File: config.mk
export PLATFORM = sky130hd
export DESIGN_NAME = mem_request_arbiter
export DESIGN_NICKNAME = d
export VERILOG_FILES = /design/src/rtl/mem_arb_pkg.sv /design/src/rtl/mem_arb_rr.sv /design/src/rtl/mem_request_arbiter.sv
export SDC_FILE = /design/constraint.sdc
export NUM_CORES = 1
export LEC_CHECK = 0
export CELL_PAD_IN_SITES_DETAIL_PLACEMENT = 1
export CELL_PAD_IN_SITES_GLOBAL_PLACEMENT = 2
export CORE_ASPECT_RATIO = 2
export CORE_MARGIN = 8
export CORE_UTILIZATION = 27
export DETAILED_ROUTE_END_ITERATION = 16
export PLACE_DENSITY_LB_ADDON = 0.1
export SLEW_MARGIN = 20
export SYNTH_ARGS = -nofsm -noshare
export SYNTH_HDL_FRONTEND = slang
export SYNTH_SLANG_ARGS = --single-unit
File: constraint.sdc
create_clock -name clk -period 3.17 [get_ports clk]
set_input_delay 0.317 -clock clk [delete_from_list [all_inputs] [get_ports clk]]
set_output_delay 0.317 -clock clk [all_outputs]
set_load 0.005 [all_outputs]
File: src/rtl/mem_arb_pkg.sv
// Shared definitions for the two-requester memory request arbiter:
// FSM state encoding, command encodings, bus widths and a command check.
package mem_arb_pkg;

    localparam int ADDR_W = 25;
    localparam int DATA_W = 16;

    localparam logic [1:0] CMD_WRITE = 2'b10;
    localparam logic [1:0] CMD_READ  = 2'b01;

    typedef enum logic [1:0] {
        IDLE  = 2'd0,
        ISSUE = 2'd1,
        WAIT  = 2'd2,
        DONE  = 2'd3
    } state_t;

    // Only the two one-hot encodings are legal commands.
    function automatic logic isOneHot(input logic [1:0] cmd);
        return (cmd == CMD_WRITE) || (cmd == CMD_READ);
    endfunction

endpackage

File: src/rtl/mem_arb_rr.sv
// Two-way round-robin winner select. When both requesters are ready the
// pointer names the one that has priority; otherwise the single ready
// requester wins.
module mem_arb_rr (
    input  logic i_req0,
    input  logic i_req1,
    input  logic i_ptr,
    output logic o_valid,
    output logic o_grant
);

    // Pick the winner from the ready lines and the priority pointer.
    always_comb begin
        o_valid = i_req0 | i_req1;
        o_grant = 1'b0;
        if (i_req0 && i_req1) begin
            o_grant = i_ptr;
        end else if (i_req1) begin
            o_grant = 1'b1;
        end
    end

endmodule

File: src/rtl/mem_request_arbiter.sv
// Arbitrates two command requesters onto one memory_controller port.
// IDLE -> ISSUE -> WAIT -> DONE, all outputs registered.
// Optional WAIT-state abort counter enabled by defining MEM_ARB_TIMEOUT_EN.
module mem_request_arbiter
    import mem_arb_pkg::*;
#(
    parameter int unsigned TIMEOUT_CYCLES = 64
) (
    input  logic              clk,
    input  logic              rst_n,
    input  logic              req0_ready,
    input  logic              req1_ready,
    input  logic [1:0]        req0_cmd,
    input  logic [1:0]        req1_cmd,
    input  logic [ADDR_W-1:0] req0_addr,
    input  logic [ADDR_W-1:0] req1_addr,
    input  logic [DATA_W-1:0] req0_wdata,
    input  logic [DATA_W-1:0] req1_wdata,
    output logic              ack0,
    output logic              ack1,
    output logic              done0,
    output logic              done1,
    output logic              err0,
    output logic              err1,
    output logic [DATA_W-1:0] rdata0,
    output logic [DATA_W-1:0] rdata1,
    output logic [1:0]        mc_cmd,
    output logic [ADDR_W-1:0] mc_addr,
    output logic [DATA_W-1:0] mc_wdata,
    output logic              mc_ready,
    input  logic              mc_valid,
    input  logic [DATA_W-1:0] mc_rdata
);

    state_t              r_state;
    state_t              w_nextState;
    logic                r_ptr;
    logic                r_owner;
    logic                r_ack0, r_ack1, r_done0, r_done1, r_err0, r_err1;
    logic                r_mcReady;
    logic [1:0]          r_mcCmd;
    logic [ADDR_W-1:0]   r_mcAddr;
    logic [DATA_W-1:0]   r_mcWdata;
    logic [DATA_W-1:0]   r_rdata0, r_rdata1;
    logic                w_req0, w_req1;
    logic                w_grantValid, w_grant;
    logic [1:0]          w_winCmd;
    logic [ADDR_W-1:0]   w_winAddr;
    logic [DATA_W-1:0]   w_winWdata;
    logic                w_accept, w_reject, w_finish, w_abort;
    logic                w_timeout;

    // A requester whose ack is high this cycle is still showing the command
    // just consumed; masking it stops a rejected command being seen twice.
    assign w_req0 = req0_ready & ~r_ack0;
    assign w_req1 = req1_ready & ~r_ack1;

    mem_arb_rr u_rr (
        .i_req0  (w_req0),
        .i_req1  (w_req1),
        .i_ptr   (r_ptr),
        .o_valid (w_grantValid),
        .o_grant (w_grant)
    );

    assign w_winCmd   = w_grant ? req1_cmd   : req0_cmd;
    assign w_winAddr  = w_grant ? req1_addr  : req0_addr;
    assign w_winWdata = w_grant ? req1_wdata : req0_wdata;

`ifdef MEM_ARB_TIMEOUT_EN
    localparam int unsigned CNT_W = $clog2(TIMEOUT_CYCLES + 1);
    logic [CNT_W-1:0] r_waitCnt;

    assign w_timeout = (r_waitCnt == CNT_W'(TIMEOUT_CYCLES - 1));

    // Count cycles spent in WAIT; restarts every time WAIT is entered.
    always_ff @(posedge clk or negedge rst_n) begin
        if (!rst_n) begin
            r_waitCnt <= '0;
        end else if (r_state != WAIT) begin
            r_waitCnt <= '0;
        end else begin
            r_waitCnt <= r_waitCnt + 1'b1;
        end
    end
`else
    assign w_timeout = 1'b0;
`endif

    // State register.
    always_ff @(posedge clk or negedge rst_n) begin
        if (!rst_n) begin
            r_state <= IDLE;
        end else begin
            r_state <= w_nextState;
        end
    end

    // Next-state logic and the one-cycle events that drive the registers.
    always_comb begin
        w_nextState = r_state;
        w_accept    = 1'b0;
        w_reject    = 1'b0;
        w_finish    = 1'b0;
        w_abort     = 1'b0;
        case (r_state)
            IDLE: begin
                if (w_grantValid) begin
                    if (isOneHot(w_winCmd)) begin
                        w_accept    = 1'b1;
                        w_nextState = ISSUE;
                    end else begin
                        w_reject    = 1'b1;
                    end
                end
            end
            ISSUE: w_nextState = WAIT;
            WAIT: begin
                if (mc_valid) begin
                    w_finish    = 1'b1;
                    w_nextState = DONE;
                end else if (w_timeout) begin
                    w_abort     = 1'b1;
                    w_nextState = IDLE;
                end
            end
            DONE:    w_nextState = IDLE;
            default: w_nextState = IDLE;
        endcase
    end

    // Handshake pulses; each lines up with the state it belongs to.
    always_ff @(posedge clk or negedge rst_n) begin
        if (!rst_n) begin
            r_mcReady <= 1'b0;
            r_ack0    <= 1'b0;
            r_ack1    <= 1'b0;
            r_err0    <= 1'b0;
            r_err1    <= 1'b0;
            r_done0   <= 1'b0;
            r_done1   <= 1'b0;
        end else begin
            r_mcReady <= w_accept;
            r_ack0    <= (w_accept | w_reject) & ~w_grant;
            r_ack1    <= (w_accept | w_reject) & w_grant;
            r_err0    <= (w_reject & ~w_grant) | (w_abort & ~r_owner);
            r_err1    <= (w_reject & w_grant) | (w_abort & r_owner);
            r_done0   <= w_finish & ~r_owner;
            r_done1   <= w_finish & r_owner;
        end
    end

    // Command latch toward the memory controller, held from ISSUE through WAIT.
    always_ff @(posedge clk or negedge rst_n) begin
        if (!rst_n) begin
            r_owner   <= 1'b0;
            r_mcCmd   <= '0;
            r_mcAddr  <= '0;
            r_mcWdata <= '0;
        end else if (w_accept) begin
            r_owner   <= w_grant;
            r_mcCmd   <= w_winCmd;
            r_mcAddr  <= w_winAddr;
            r_mcWdata <= w_winWdata;
        end else if (w_finish || w_abort) begin
            r_mcCmd   <= '0;
            r_mcAddr  <= '0;
            r_mcWdata <= '0;
        end
    end

    // Read data returns to the owning requester; writes leave it untouched.
    always_ff @(posedge clk or negedge rst_n) begin
        if (!rst_n) begin
            r_rdata0 <= '0;
            r_rdata1 <= '0;
        end else if (w_finish && (r_mcCmd == CMD_READ)) begin
            if (r_owner) begin
                r_rdata1 <= mc_rdata;
            end else begin
                r_rdata0 <= mc_rdata;
            end
        end
    end

    // Priority passes to the other requester after a reject, completion or abort.
    always_ff @(posedge clk or negedge rst_n) begin
        if (!rst_n) begin
            r_ptr <= 1'b0;
        end else if (w_reject) begin
            r_ptr <= ~w_grant;
        end else if ((r_state == DONE) || w_abort) begin
            r_ptr <= ~r_owner;
        end
    end

    assign ack0     = r_ack0;
    assign ack1     = r_ack1;
    assign done0    = r_done0;
    assign done1    = r_done1;
    assign err0     = r_err0;
    assign err1     = r_err1;
    assign rdata0   = r_rdata0;
    assign rdata1   = r_rdata1;
    assign mc_cmd   = r_mcCmd;
    assign mc_addr  = r_mcAddr;
    assign mc_wdata = r_mcWdata;
    assign mc_ready = r_mcReady;

endmodule

-- After elaboration in Yosys (flattened, before gate mapping)
Index checks and enable logic that the tools add are counted.
- reductions and logical operators: 9
- equal/unequal tests: 9
- bitwise logic cells: 14
- mux-type cells: 25
- operators by type and width (kind ; number):
    $mux 25 ; 3
    $mux 16 ; 3
    $mux 1 ; 12
    $mux 2 ; 6
    $and 1x1->1 ; 8
    $pmux 2 s4 ; 1
    $eq 2x1->1 const B ; 3
    $eq 2x2->1 const B ; 3
    $ne 2x2->1 const B ; 2
    $not 1->1 ; 4
    $reduce_and 2->1 ; 2
    $reduce_bool 2->1 ; 2
    $reduce_and 3->1 ; 1
    $logic_and 1x1->1 ; 2
    $logic_not 2->1 ; 1
    $ne 2x1->1 const B ; 1
    $or 1x1->1 ; 2
    $logic_or 1x1->1 ; 1
- register bits after elaboration: 86
- logic and storage cells: 72
- output and inout bits: 82
- input port bits: 107

-- Longest topological paths before layout
- word-level depth: 12
- depth in mapped cells: 7
- mapped depth without buffers: 6

-- Modules after synthesis
A second synthesis with hierarchy kept.
- cell total of the unflattened synthesis: 305
- area, all modules: 4027.6 um2
- by module, submodules not included (module ; instances ; area an instance (um2) ; cells an instance ; sequential area each (um2)):
    mem_request_arbiter ; 1 ; 4010.1 ; 302 ; 2152.1
    mem_arb_rr ; 1 ; 17.5 ; 3 ; 0.0

-- Least setup slack after synthesis
Ideal clock, no wire load.
- path kind: register to register
- from: register r_state[0]
- to: register r_rdata0[0] (netlist: rdata0[0])
- cell stages (with the launch flop): 7
- clock period less this slack: 1918 ps
- setup time: 125 ps
- buffers on the path: 1
- setup slack: 1252 ps
- data required time: 3045 ps
- arrival time: 1793 ps
- cell sequence: dfrtp_1 > inv_1 > ha_1 > nand2_2 > nor4b_4 > buf_4 > mux2_2
- word-level cells in the longest chain between the ends: 4
- ends and longest elaborated chain (element ; RTL line ; source):
    start, declared ; mem_request_arbiter.sv:35 ; state_t r_state;
    start signal, assigned ; mem_request_arbiter.sv:95 ; r_state <= w_nextState;
    $eq 2x2->1 ; mem_request_arbiter.sv:106 ; case (r_state)
    $mux 1 ; mem_request_arbiter.sv:106 ;
    $logic_and 1x1->1 ; mem_request_arbiter.sv:177 ; end else if (w_finish && (r_mcCmd == CMD_READ)) begin
    $reduce_and 2->1 (no source line) ; n/a ;
    end signal, assigned ; mem_request_arbiter.sv:181 ; r_rdata0 <= mc_rdata;
    end, declared ; mem_request_arbiter.sv:44 ; logic [DATA_W-1:0] r_rdata0, r_rdata1;
No other way between the ends.
A chain may end at the register's enable or synchronous reset.

-- Worst setup path after layout
- from: register r_state[0]
- to: register r_mcAddr[6] (netlist: mc_addr[6])
- word-level cells in the longest chain between the ends: 3
- elaborated cells between the ends (all ways): 6
- those cells by class: 1 x eq/ne; 3 x mux; 2 x reduce/logical
- ends and longest elaborated chain (element ; RTL line ; source):
    $eq 2x2->1 or $logic_not 2->1 (tied branches) ; mem_request_arbiter.sv:106 ;
    $mux 1 ; mem_request_arbiter.sv:106 ;
    $reduce_bool 2->1 (no source line) or $mux 25 (tied branches) ; n/a ;
    end signal, assigned ; mem_request_arbiter.sv:163 ; r_mcAddr <= w_winAddr;
    end, declared ; mem_request_arbiter.sv:42 ; logic [ADDR_W-1:0] r_mcAddr;
Parallel ways exist; a longest one is shown, timed or not.

==> flow_summary.toml <==
[worst_setup_path]
rr_worst_depth = 6
critPathLaunchType = "register"
endpoint_kind = "register"
rrSetupSlack_ps = 940
timing.rr.end = "mc_addr[6]"
startpoint = "r_state[0]"
cp_data_required_time_ps = 3420
r2r_start = "r_state[0]"
critical_path_arrival_ps = 2480
critPathKind = "reg -> reg"
crit_fanout = 33

[clock_tree]
cts_buffers = 9
cts_tree = "yes"
insertion_delay_ps = 340
htreeDepth = 3
clock_sink_count = 86
clk_pin_slew_ps = 70
post-cts-setup-buffers = 0
cts.hold.buffers_added = 0
cts_buffer_depth = 2
cts-root-buf = "clkbuf_16"
cts.repair.resized = 0

[drt]
vias = 3141
finalWirelength_mm = 13.52
drcViolationCount = 0
dr.first_iter.drc_count = 98
via_per_inst = 4.474
routedWlPerCell_microns = 19.25
drt.antenna.violating_nets = 0
first_pass_iters = 4

[placed_design]
io_buffers = 188
dp_hpwl_mm = 10.55
globalplace.congestion = 0.7394

[sta]
max_clock_freq_ghz = 0.4478
timing.setup.tns_ps = 0
maxSlewViolCount = 0
min_period_ps = 2233
worst-slew-pin-transition_ps = 788.7
finalSetupViolCount = 0
period_share_pct = 70.45
fin_worst_skew_ps = 8.831
max_slew_margin_pct = 47.42
hold_violations = 7
rsz0062_at_grt = "false"
hold_ws_ps = -22.24

[status]
violations = "negative hold slack"
status = "finished, violations left"

[synthesis]
synth_area_sq_mm = 0.004044
synthCells = 310
synth.distinct_cells = 37
yosysWarningCount = 0
ys_dominant_reg_cell = "dfrtp_1"
ys_seq_area_share_pct = 53.22
syn-num-nets = 420
async_flop_share_pct = 100.0
synth.ff_latch_count = 86
synth_area_per_cell_sq_um = 13.04
synth_edf_count = 0

[worst_hold_path]
hold_class = "in -> async"

[floorplan]
ios = 189
start_util_pct = 27.43
die_width_microns = 102.5
dieArea_sq_mm = 0.01939
design.core.area_sq_mm = 0.01474
die_h_microns = 189.1
row_count = 63

[global_route]
antenna_found_initial = 0
grt_pass1_wl_mm = 20.40
grt_max_degree = 80
overflow = 0
grt_pass1_vias = 3656
track_usage_pct = 14.02

[power_and_ir_drop]
vdd_drop_max_mv = 0.2772
p_seq_share_pct = 35.4
clock_power_share_pct = 20.0
power_switching_w = 0.001611
power_frac_comb_pct = 44.6
cell_internal_pwr_w = 0.003429
power.leakage_nw = 2.717
sw_frac_of_total_pct = 31.97
power_density_mw_per_mm2 = 791.6

[final_layout]
syn_to_final_growth_pct = 57.46
diodes = 0
post-route-util_pct = 43.20
fill_cells = 1603
drive_above_1_share_pct = 13.21
fin_nets = 612

[flow_run]
max-cap-violations = 0
==> synthesized netlist by cell type, drive strengths merged (3+ instances only) <==
library cell / count / area share [%]
o21ai: 4 / 0.50
nand3: 3 / 0.37
clkbuf: 4 / 0.37
and3: 4 / 0.77
nor2: 4 / 0.37
nand2: 45 / 4.2
dfrtp: 86 / 53
ha: 3 / 0.93
buf: 13 / 3.9
nor2b: 3 / 0.46
mux2i: 86 / 21
mux2: 33 / 9.2
==> critical path, cell delays in order, from the launching register on <==
cell	delay, ps
dfrtp_1	380
inv_1	120
ha_1	320
o21ai_0	300
nor3_4	220
buf_4	510
mux2i_1	270
==> state kept, by name (all words and copies together) (netlist names) <==
register	cells
mc_cmd	2
mc_wdata	16
err1	1
r_ptr	1
ack1	1
rdata1	16
done1	1
rdata0	16
mc_ready	1
err0	1
r_state	2
r_owner	1
mc_addr	25
ack0	1
done0	1
==> logic make-up (layout without fill, tap and decap cells) <==
kind of cell | after synthesis | in the layout | share of synthesized area (%)
flops | 86 | 86 | 53.22
simple gates | 71 | 71 | 8.880
mux | 119 | 119 | 30.48
buf+inv | 19 | 216 | 4.486
fa+ha+maj | 3 | 3 | 0.9283
compound gates | 10 | 10 | 1.578
xor+xnor | 2 | 2 | 0.4332
==> through the flow <==
step / instance area, sq um / setup WS (ps) / total power [W] / cells / hold WS (ps)
detailed placement: 6082 / 655.3 / 0.004120 / 686 / 496.6
global placement: 6082 / 749.2 / 0.004051 / 686 / 489.1
global route: 6367 / 789.5 / 0.005376 / 702 / 52.29
CTS: 6364 / 933.8 / 0.005167 / 702 / 211.1
finish: 6367 / 936.8 / 0.005041 / 702 / -22.24
floorplan: 4044 / 1252 / 0.002844 / 310 / 21.41
==> worst max path at each step <==
stage	to	slack, ps	cells after the start
global route	mc_addr[2]	790	6
floorplan	rdata0[0]	1250	6
finish	mc_addr[6]	940	6
CTS	mc_addr[6]	930	6
global placement	mc_addr[4]	750	6
detailed placement	mc_wdata[11]	660	6
==> power groups by stage <==
stage / Sequential, W / Clock [W] / Combinational (W)
2_1_floorplan: 0.00181 / 0 / 0.00103
3_3_place_gp: 0.00179 / 0 / 0.00227
3_5_place_dp: 0.00181 / 0 / 0.00231
4_1_cts: 0.00179 / 0.00106 / 0.00232
5_1_grt: 0.00185 / 0.00109 / 0.00243
6_report: 0.00178 / 0.00101 / 0.00225
==> cell usage in the layout, fill, tap and decap left out, drive strengths merged, types with 5 or more instances in the layout <==
cell type / synthesis / routed
clkbuf: 4 / 10
buf: 13 / 11
clkdlybuf4s50: 0 / 187
mux2i: 86 / 86
inv: 2 / 5
mux2: 33 / 33
dfrtp: 86 / 86
nand2: 45 / 45
==> final cells by class <==
cell class / instances / area [sq um] / area share [%]
Multi-Input combinational cell: 205 / 1724 / 27.08
Timing Repair Buffer: 198 / 1958 / 30.75
Clock inverter: 6 / 52.55 / 0.8253
Sequential cell: 86 / 2152 / 33.80
Inverter: 2 / 7.507 / 0.1179
Clock buffer: 10 / 229.0 / 3.596
Tap cell: 195 / 244.0 / 3.832
==> routing by layer <==
| layer | routed length (microns) | vias to the layer above | track usage, % |
|---|---|---|---|
| met5 | 0 | - | 0 |
| met4 | 205 | 0 | 4.724 |
| met3 | 1041 | 10 | 4.194 |
| met2 | 7714 | 116 | 26.85 |
| met1 | 4555 | 1545 | 13.33 |
| li1 | - | 1470 | - |
Note: power is estimated with default switching activity, not from simulation.
